### src/rtl/matrix_exec_unit.sv
// Execute-stage matrix coprocessor: element loads into A/B and C = A*B on one sequential MAC.
// Optional build macro MATMUL_SATURATE_EN clamps each C element instead of wrapping it.
module matrix_exec_unit #(
    parameter int N      = 2,
    parameter int DATA_W = 32,
    parameter int IDX_W  = 4
) (
    input  logic              clk,
    input  logic              reset,
    input  logic              issue_valid,
    input  logic              load_a_en,
    input  logic              load_b_en,
    input  logic              matmul_en,
    input  logic              inv_en,
    input  logic [DATA_W-1:0] rs1_data,
    input  logic [DATA_W-1:0] rs2_data,
    output logic              stall,
    output logic              result_valid,
    output logic [DATA_W-1:0] result_data,
    output logic              illegal_op
);

    localparam int CNT_W = (N > 1) ? $clog2(N) : 1;
    localparam int ACC_W = 2 * DATA_W + CNT_W;
    localparam logic [CNT_W-1:0] LAST = CNT_W'(N - 1);

    typedef enum logic [1:0] {S_IDLE, S_MAC, S_DONE} state_e;
    typedef logic signed [DATA_W-1:0] elem_t;
    typedef elem_t mat_t [N][N];

    state_e                   state_q, state_d;
    mat_t                     a_q, a_d, b_q, b_d, c_q, c_d;
    logic [CNT_W-1:0]         i_q, i_d, j_q, j_d, k_q, k_d;
    logic signed [ACC_W-1:0]  acc_q, acc_d;
    logic [IDX_W-1:0]         idx_q, idx_d;
    logic                     result_valid_q, result_valid_d;
    logic [DATA_W-1:0]        result_data_q, result_data_d;
    logic                     illegal_q, illegal_d;

    logic [IDX_W-1:0]         rs_idx;
    logic                     rs_idx_ok;
    logic                     multi_en;
    logic                     rs2_unused;
    elem_t                    a_el, b_el, mac_res;
    logic signed [2*DATA_W-1:0] prod_full;
    logic signed [ACC_W-1:0]  mac_sum;

    assign rs_idx     = rs2_data[IDX_W-1:0];
    assign rs2_unused = ^rs2_data[DATA_W-1:IDX_W];
    assign rs_idx_ok  = int'(rs_idx) < N * N;
    assign multi_en   = $countones({matmul_en, load_a_en, load_b_en, inv_en}) > 1;

    // The instruction in ID/EX is held while the MAC runs; DONE releases it.
    assign stall = ~reset & ((state_q == S_IDLE && issue_valid && matmul_en) || state_q == S_MAC);

    assign result_valid = result_valid_q;
    assign result_data  = result_data_q;
    assign illegal_op   = illegal_q;

    always_comb begin
        a_el      = a_q[i_q][k_q];
        b_el      = b_q[k_q][j_q];
        prod_full = $signed({{DATA_W{a_el[DATA_W-1]}}, a_el})
                  * $signed({{DATA_W{b_el[DATA_W-1]}}, b_el});
        mac_sum   = acc_q + {{CNT_W{prod_full[2*DATA_W-1]}}, prod_full};
`ifdef MATMUL_SATURATE_EN
        if (mac_sum[ACC_W-1:DATA_W-1] == {(ACC_W-DATA_W+1){mac_sum[ACC_W-1]}})
            mac_res = mac_sum[DATA_W-1:0];
        else if (mac_sum[ACC_W-1])
            mac_res = {1'b1, {(DATA_W-1){1'b0}}};
        else
            mac_res = {1'b0, {(DATA_W-1){1'b1}}};
`else
        mac_res = mac_sum[DATA_W-1:0];
`endif
    end

    always_comb begin
        // NOTE: every variable gets its hold value first so no path through the case infers a latch.
        state_d        = state_q;
        a_d            = a_q;
        b_d            = b_q;
        c_d            = c_q;
        i_d            = i_q;
        j_d            = j_q;
        k_d            = k_q;
        acc_d          = acc_q;
        idx_d          = idx_q;
        result_valid_d = 1'b0;
        result_data_d  = result_data_q;
        illegal_d      = 1'b0;

        unique case (state_q)
            S_IDLE: begin
                if (issue_valid) begin
                    illegal_d = multi_en;
                    if (matmul_en) begin
                        idx_d   = rs_idx;
                        i_d     = '0;
                        j_d     = '0;
                        k_d     = '0;
                        acc_d   = '0;
                        state_d = S_MAC;
                    end else if (load_a_en || load_b_en) begin
                        result_valid_d = 1'b1;
                        if (rs_idx_ok) begin
                            result_data_d = rs1_data;
                            for (int r = 0; r < N; r++)
                                for (int c = 0; c < N; c++)
                                    if (IDX_W'(r * N + c) == rs_idx) begin
                                        if (load_a_en) a_d[r][c] = rs1_data;
                                        else           b_d[r][c] = rs1_data;
                                    end
                        end else begin
                            result_data_d = '0;
                            illegal_d     = 1'b1;
                        end
                    end else if (inv_en) begin
                        result_valid_d = 1'b1;
                        result_data_d  = '0;
                        illegal_d      = 1'b1;
                    end
                end
            end

            S_MAC: begin
                if (k_q == LAST) begin
                    // NOTE: blocking writes here let the final element be read back from c_d in the same cycle.
                    c_d[i_q][j_q] = mac_res;
                    acc_d         = '0;
                    k_d           = '0;
                    if (j_q == LAST) begin
                        j_d = '0;
                        if (i_q == LAST) begin
                            i_d            = '0;
                            state_d        = S_DONE;
                            result_valid_d = 1'b1;
                            result_data_d  = '0;
                            illegal_d      = int'(idx_q) >= N * N;
                            for (int r = 0; r < N; r++)
                                for (int c = 0; c < N; c++)
                                    if (IDX_W'(r * N + c) == idx_q)
                                        result_data_d = c_d[r][c];
                        end else begin
                            i_d = i_q + CNT_W'(1);
                        end
                    end else begin
                        j_d = j_q + CNT_W'(1);
                    end
                end else begin
                    acc_d = mac_sum;
                    k_d   = k_q + CNT_W'(1);
                end
            end

            S_DONE: state_d = S_IDLE;

            default: state_d = S_IDLE;
        endcase
    end

    always_ff @(posedge clk or posedge reset) begin
        if (reset) begin
            state_q        <= S_IDLE;
            // NOTE: the matrix arrays must read as zero after reset, so they are cleared like ordinary flops.
            a_q            <= '{default: '0};
            b_q            <= '{default: '0};
            c_q            <= '{default: '0};
            i_q            <= '0;
            j_q            <= '0;
            k_q            <= '0;
            acc_q          <= '0;
            idx_q          <= '0;
            result_valid_q <= 1'b0;
            result_data_q  <= '0;
            illegal_q      <= 1'b0;
        end else begin
            state_q        <= state_d;
            a_q            <= a_d;
            b_q            <= b_d;
            c_q            <= c_d;
            i_q            <= i_d;
            j_q            <= j_d;
            k_q            <= k_d;
            acc_q          <= acc_d;
            idx_q          <= idx_d;
            result_valid_q <= result_valid_d;
            result_data_q  <= result_data_d;
            illegal_q      <= illegal_d;
        end
    end

endmodule

### config.mk
export PLATFORM = sky130hd
export DESIGN_NAME = matrix_exec_unit
export DESIGN_NICKNAME = d
export VERILOG_FILES = /design/src/rtl/matrix_exec_unit.sv
export SDC_FILE = /design/constraint.sdc
export NUM_CORES = 2
export LEC_CHECK = 0
export ABC_AREA = 1
export CORE_UTILIZATION = 56
export CTS_CLUSTER_DIAMETER = 60
export CTS_CLUSTER_SIZE = 40
export DETAILED_ROUTE_END_ITERATION = 16
export DONT_BUFFER_PORTS = 1
export PLACE_DENSITY_LB_ADDON = 0.12
export SLEW_MARGIN = 20
export SYNTH_ARGS = -nofsm -noshare
export SYNTH_HDL_FRONTEND = slang
export SYNTH_SLANG_ARGS = --single-unit
export TNS_END_PERCENT = 50
### constraint.sdc
create_clock -name clk -period 26.7 [get_ports clk]
set_clock_uncertainty 0.15 [all_clocks]
set_input_delay 2.67 -clock clk [delete_from_list [all_inputs] [get_ports clk]]
set_output_delay 2.67 -clock clk [all_outputs]
set_load 0.03 [all_outputs]
Word-level counts from Yosys, hierarchy flattened
Index checks and enable logic that the tools add are counted.
W data, S select, Z words.
{"block": "totals", "ff_bits": 492, "inputBits": 71, "output_inout_bits": 35, "word_cells": 151}
{"block": "classes", "n_addsub": 7, "multipliers": 1, "n_lt_le_gt_ge": 8, "eq_ne": 14, "muxes": 68, "n_bitwise": 7, "reduce_logical": 25}
{"cell": "$mux W32", "n": 19}
{"cell": "$mux W64", "n": 7}
{"cell": "$mux W65", "n": 3}
{"cell": "$pmux W65 S2", "n": 1}
{"cell": "$bwmux W128", "n": 1}
{"cell": "$add A65 B65 Y65", "n": 1}
{"cell": "$demux W64 S1", "n": 1}
{"cell": "$mul A32 B32 Y64", "n": 1}
{"cell": "$pmux W32 S2", "n": 1}
{"cell": "$reduce_and A7 Y1", "n": 9}
{"cell": "$demux W32 S1", "n": 1}
{"cell": "$mux W1", "n": 23}
{"cell": "$eq A2 B4 Y1 const A", "n": 4}
{"cell": "$ne A2 B2 Y1 const B", "n": 6}
{"cell": "$mux W2", "n": 5}
{"cell": "$pmux W1 S2", "n": 5}
{"cell": "$reduce_and A5 Y1", "n": 2}
{"cell": "$eq A1 B4 Y1 const A", "n": 2}
{"cell": "$logic_not A4 Y1", "n": 2}
{"cell": "$ge A2 B2 Y1 const B", "n": 3}
{"cell": "$not A1 Y2", "n": 3}
{"cell": "$reduce_and A3 Y1", "n": 2}
{"cell": "$add A1 B1 Y2", "n": 2}
{"cell": "$ge A4 B3 Y1 const B", "n": 1}
{"cell": "16 further kinds", "n": 25}

Longest topological paths before layout
{"block": "logic_depth", "ltp_word": 18, "ltp_mapped": 54, "depth_no_buf": 50}

Least setup slack after synthesis
Ideal clock, no wire load.
{"block": "synth_timing", "path_kind": "register -> register", "start": "register k_q", "end": "register result_data_q[30] (netlist: result_data[30])", "setup_ns": 0.123, "arrival_time_ns": 9.237, "t_required_ns": 26.427, "setup_slack_ns": 17.190, "stages_incl_launch_ff": 50, "path_buffers": 6, "synth_period_minus_slack_ns": 9.510, "path_cell_list": "dfrtp_1 buf_6 inv_6 buf_6 buf_4 buf_4 a21oi_1 a32oi_1 clkbuf_1 inv_1 clkbuf_1 nor2_1 fa_1 inv_1 fa_1 inv_1 fa_1 inv_1 [14 not listed] o21ai_0 xor2_1 ha_1 nand2_1 nor4_1 nand3_1 nand3_1 nand3_1 nand2_1 a31oi_1 o21ai_1 xor2_1 nand2_1 o21ai_0 nor2_1 or2_0 o21ai_0 nand2_1"}
{"block": "synth_between", "elab_chain_cells": 18, "word_cells_on_any_way": 23, "cone_classes": "1 x add/sub; 1 x mul; 1 x eq/ne; 18 x mux; 1 x bitwise; 1 x reduce/logical"}
{"item": "start, declared", "line_no": "33", "source": "logic [CNT_W-1:0] i_q, i_d, j_q, j_d, k_q, k_d;"}
{"item": "start signal, assigned", "line_no": "184", "source": "k_q <= k_d;"}
{"item": "$not A1 Y2 (not written as such)", "line_no": "61, 62"}
{"item": "$mux W64 (not written as such) (3 in a row)", "line_no": "62", "source": "b_el = b_q[k_q][j_q];"}
{"item": "$mux W32 (not written as such) (3 in a row)", "line_no": "62"}
{"item": "$mul A32 B32 Y64", "line_no": "64", "source": "* $signed({{DATA_W{b_el[DATA_W-1]}}, b_el});"}
{"item": "$add A65 B65 Y65", "line_no": "65", "source": "mac_sum = acc_q + {{CNT_W{prod_full[2*DATA_W-1]}}, prod_full};"}
{"item": "$bwmux W128", "line_no": "129", "source": "c_d[i_q][j_q] = mac_res;"}
{"item": "$mux W32 (4 in a row)", "line_no": "142", "source": "if (IDX_W'(r * N + c) == idx_q)"}
{"item": "$mux W32", "line_no": "134", "source": "if (i_q == LAST) begin"}
{"item": "$mux W32", "line_no": "132", "source": "if (j_q == LAST) begin"}
{"item": "$mux W32", "line_no": "127", "source": "if (k_q == LAST) begin"}
{"item": "$pmux W32 S2", "line_no": "93", "source": "unique case (state_q)"}
{"item": "end signal, assigned", "line_no": "188", "source": "result_data_q <= result_data_d;"}
{"item": "end, declared", "line_no": "37", "source": "logic [DATA_W-1:0] result_data_q, result_data_d;"}
Parallel ways exist; a longest one is shown, timed or not. The select of a mux whose other input is x is not followed.
A chain may end at the register's enable or synchronous reset.

Worst setup path in the final report
Same ends and word-level chain as after synthesis.

==> run_results.csv <==
group,metric,value,unit
clock_tree,cts_buffers,35,
routing,vias,32100,
place,io_buffers,0,
clock_tree,clk_latency,0.59,ns
clock_tree,cts_tree,"built",
sta,rsz0062_at_grt,"no",
routing,drt_iter0_drc,2632,
worst_hold_path,hp-class,"flop to flop",
sta,relSlewSlack,26.5,%
sta,setup_viol,0,
sta,fmax,0.0821,GHz
global_route,grt_max_degree,127,
yosys,syn-num-nets,5680,
sta,final.period_utilization,45.6,%
place,hpwl,81300,um
flow_run,cap_violations,0,
run_status,outcome,"complete, no violations",
worst_setup_path,cp.required,27.04,ns
final_layout,fillCellCount,6365,
clock_tree,cts_buffer_depth,3,
routing,route.antenna.remaining_nets,0,
yosys,synth_edf_count,0,
routing,detail_route.drc_violations,0,
global_route,grt_pass1_wl,179000,um
floorplanning,row_count,96,
final_layout,layout-drive-gt1-share,3.80,%
worst_setup_path,cp_slowest_stage_delay,0.71,ns
sta,finalSetupTns,0,ns
clock_tree,cts-root-buf,"clkbuf_16",
sta,drv_slew,0,
clock_tree,postCtsHoldBufs,0,
yosys,ys_async_sr_fraction,100,%
final_layout,most-common-layout-cells,"nand2_1, inv_1, o21ai_0, dfrtp_1, fa_1",
worst_setup_path,path_class,"flop to flop",
yosys,ys_types,53,
yosys,synth_cells,5015,
global_route,grt_pass1_vias,31500,
sta,fin_crit,12.17,ns
yosys,synth_top_flop_cell,"dfrtp_1",
worst_setup_path,cp-startpoint,"k_q$_DFFE_PP0P_",
global_route,antenna_found_initial,4,
yosys,yosysSeqAreaShare,29.4,%
final_layout,final_common_cell,"nand2_1",
floorplanning,fp.dieW,266,um
routing,dr.pass1.iters,6,
place,place.gp.congestion,0.930,
worst_setup_path,start_kind,"flop",
yosys,ys_ff_latch,459,
worst_setup_path,end_kind,"flop",
worst_setup_path,crit_slowest_cell,"dfrtp_4",
final_layout,utilization,59.5,%
sta,hold_violations,0,
floorplanning,die_area,70800,um2
yosys,synthesis.area,39000,um2
final_layout,multiInputGateArea,23400,um2
clock_tree,cts_setup_buffers,0,
global_route,grt.total_usage,32.9,%
clock_tree,h-tree-depth,2,
worst_setup_path,cp_max_fo,55,
clock_tree,clock_sinks,459,
worst_setup_path,regToRegStartpoint,"k_q$_DFFE_PP0P_",
final_layout,finalNetCount,5556,
floorplanning,initial_core_util,56.7,%
sta,worst-slew-pin-transition,1.09,ns
clock_tree,clk_transition_reported_paths,0.10,ns
final_layout,areaGrowthSynthToFinish,4.88,%
yosys,ys.warnings.count,0,
worst_hold_path,hold_start,"idx_q[2]$_DFFE_PP0P_",
final_layout,regArea,11500,um2
routing,vias_per_cell,5.48,
routing,routed_wl,111000,um
worst_setup_path,crit_arrival,12.51,ns
floorplanning,io_pins,106,
floorplanning,design.core.area,68800,um2
worst_setup_path,reg2reg_slack,14.53,ns
global_route,overflow,0,
yosys,synth_area_per_cell,7.78,um2
routing,wl_per_cell,19.0,um
floorplanning,die-height,266,um
clock_tree,post_cts_resized,0,
## flip-flops by register name, indices dropped and copies added (netlist names), 2 cells and up
| name | flops |
|---|---|
| a_q | 128 |
| b_q | 128 |
| c_q | 128 |
| acc_q | 32 |
| result_data | 32 |
| idx_q | 4 |
| state_q | 2 |
## through the flow
step | cells | instance area [um2] | setup slack, ns | hold WS (ns)
2_1_floorplan | 5015 | 39000 | 11.08 | 0.292
3_3_place_gp | 5785 | 39700 | 14.77 | 0.306
3_5_place_dp | 5785 | 39700 | 14.71 | 0.310
4_1_cts | 5848 | 40900 | 14.66 | 0.330
5_1_grt | 5850 | 40900 | 13.87 | 0.341
6_report | 5851 | 40900 | 14.53 | 0.327
## Yosys cell counts, drive strengths merged (10+ instances only)
cell    number  share of area [%]
a21oi      119                1.5
a31oi       13               0.21
buf         54                1.0
clkbuf     166                1.6
clkinv      20               0.19
dfrtp      459                 29
fa         410                 21
ha         184                5.9
inv        830                8.0
nand2     1361                 13
nand3      174                2.2
nor2       409                3.9
nor3        10               0.13
nor4        10               0.16
o211ai      18               0.37
o21ai      621                8.0
o22ai       34               0.56
or2         11               0.18
xnor2       24               0.54
xor2        27               0.61
## final cells by class
type | instances | area share, %
multi-input combinational | 3486 | 57.2
sequential | 459 | 28.1
inverter | 850 | 7.83
tap | 931 | 2.84
clock buffer | 38 | 2.19
timing repair buffer | 59 | 1.09
clock inverter | 25 | 0.798
antenna | 3 | 0.0183
## routing by layer
layer  GRT usage [%]  up-vias  wire (um)
li1                -    15200          -
met5               0        -          0
met4            8.96        0       2780
met1            47.8    15600      49600
met3            5.55      143       8920
met2            51.1     1140      50000
## worst max-delay path, delay by kind of cell (launching register included)
kind,cells,cell delay [ns]
buffers and inverters,10,2.31
DFF,1,0.71
and+or+nand+nor,13,1.76
AOI/OAI and AO/OA,9,1.72
adders and majority gates,10,4.48
xor gates and xnor gates,2,0.81
## path summary, 6_finish.rpt
check | cells after the start | end
worst max-delay path | 44 | result_data[30]$_DFFE_PP0P_
worst min-delay path | 2 | idx_q[2]$_DFFE_PP0P_
worst max register to register | 44 | result_data[30]$_DFFE_PP0P_
worst min register to register | 2 | idx_q[2]$_DFFE_PP0P_
max in group asynchronous | 4 | b_q[18]$_DFFE_PP0P_
min in group asynchronous | 1 | c_q[42]$_DFFE_PP0P_
## logic make-up after synthesis
logic type                 synth area share, %
and+or+nand+nor                           20.1
buffers and inverters                     10.8
AOI/OAI and AO/OA                         11.6
adders and majority gates                 26.9
DFF                                       29.4
xor gates and xnor gates                  1.14
Power is not shown: default switching activity piles up to over one toggle a cycle in this logic, so the estimate is an artifact.
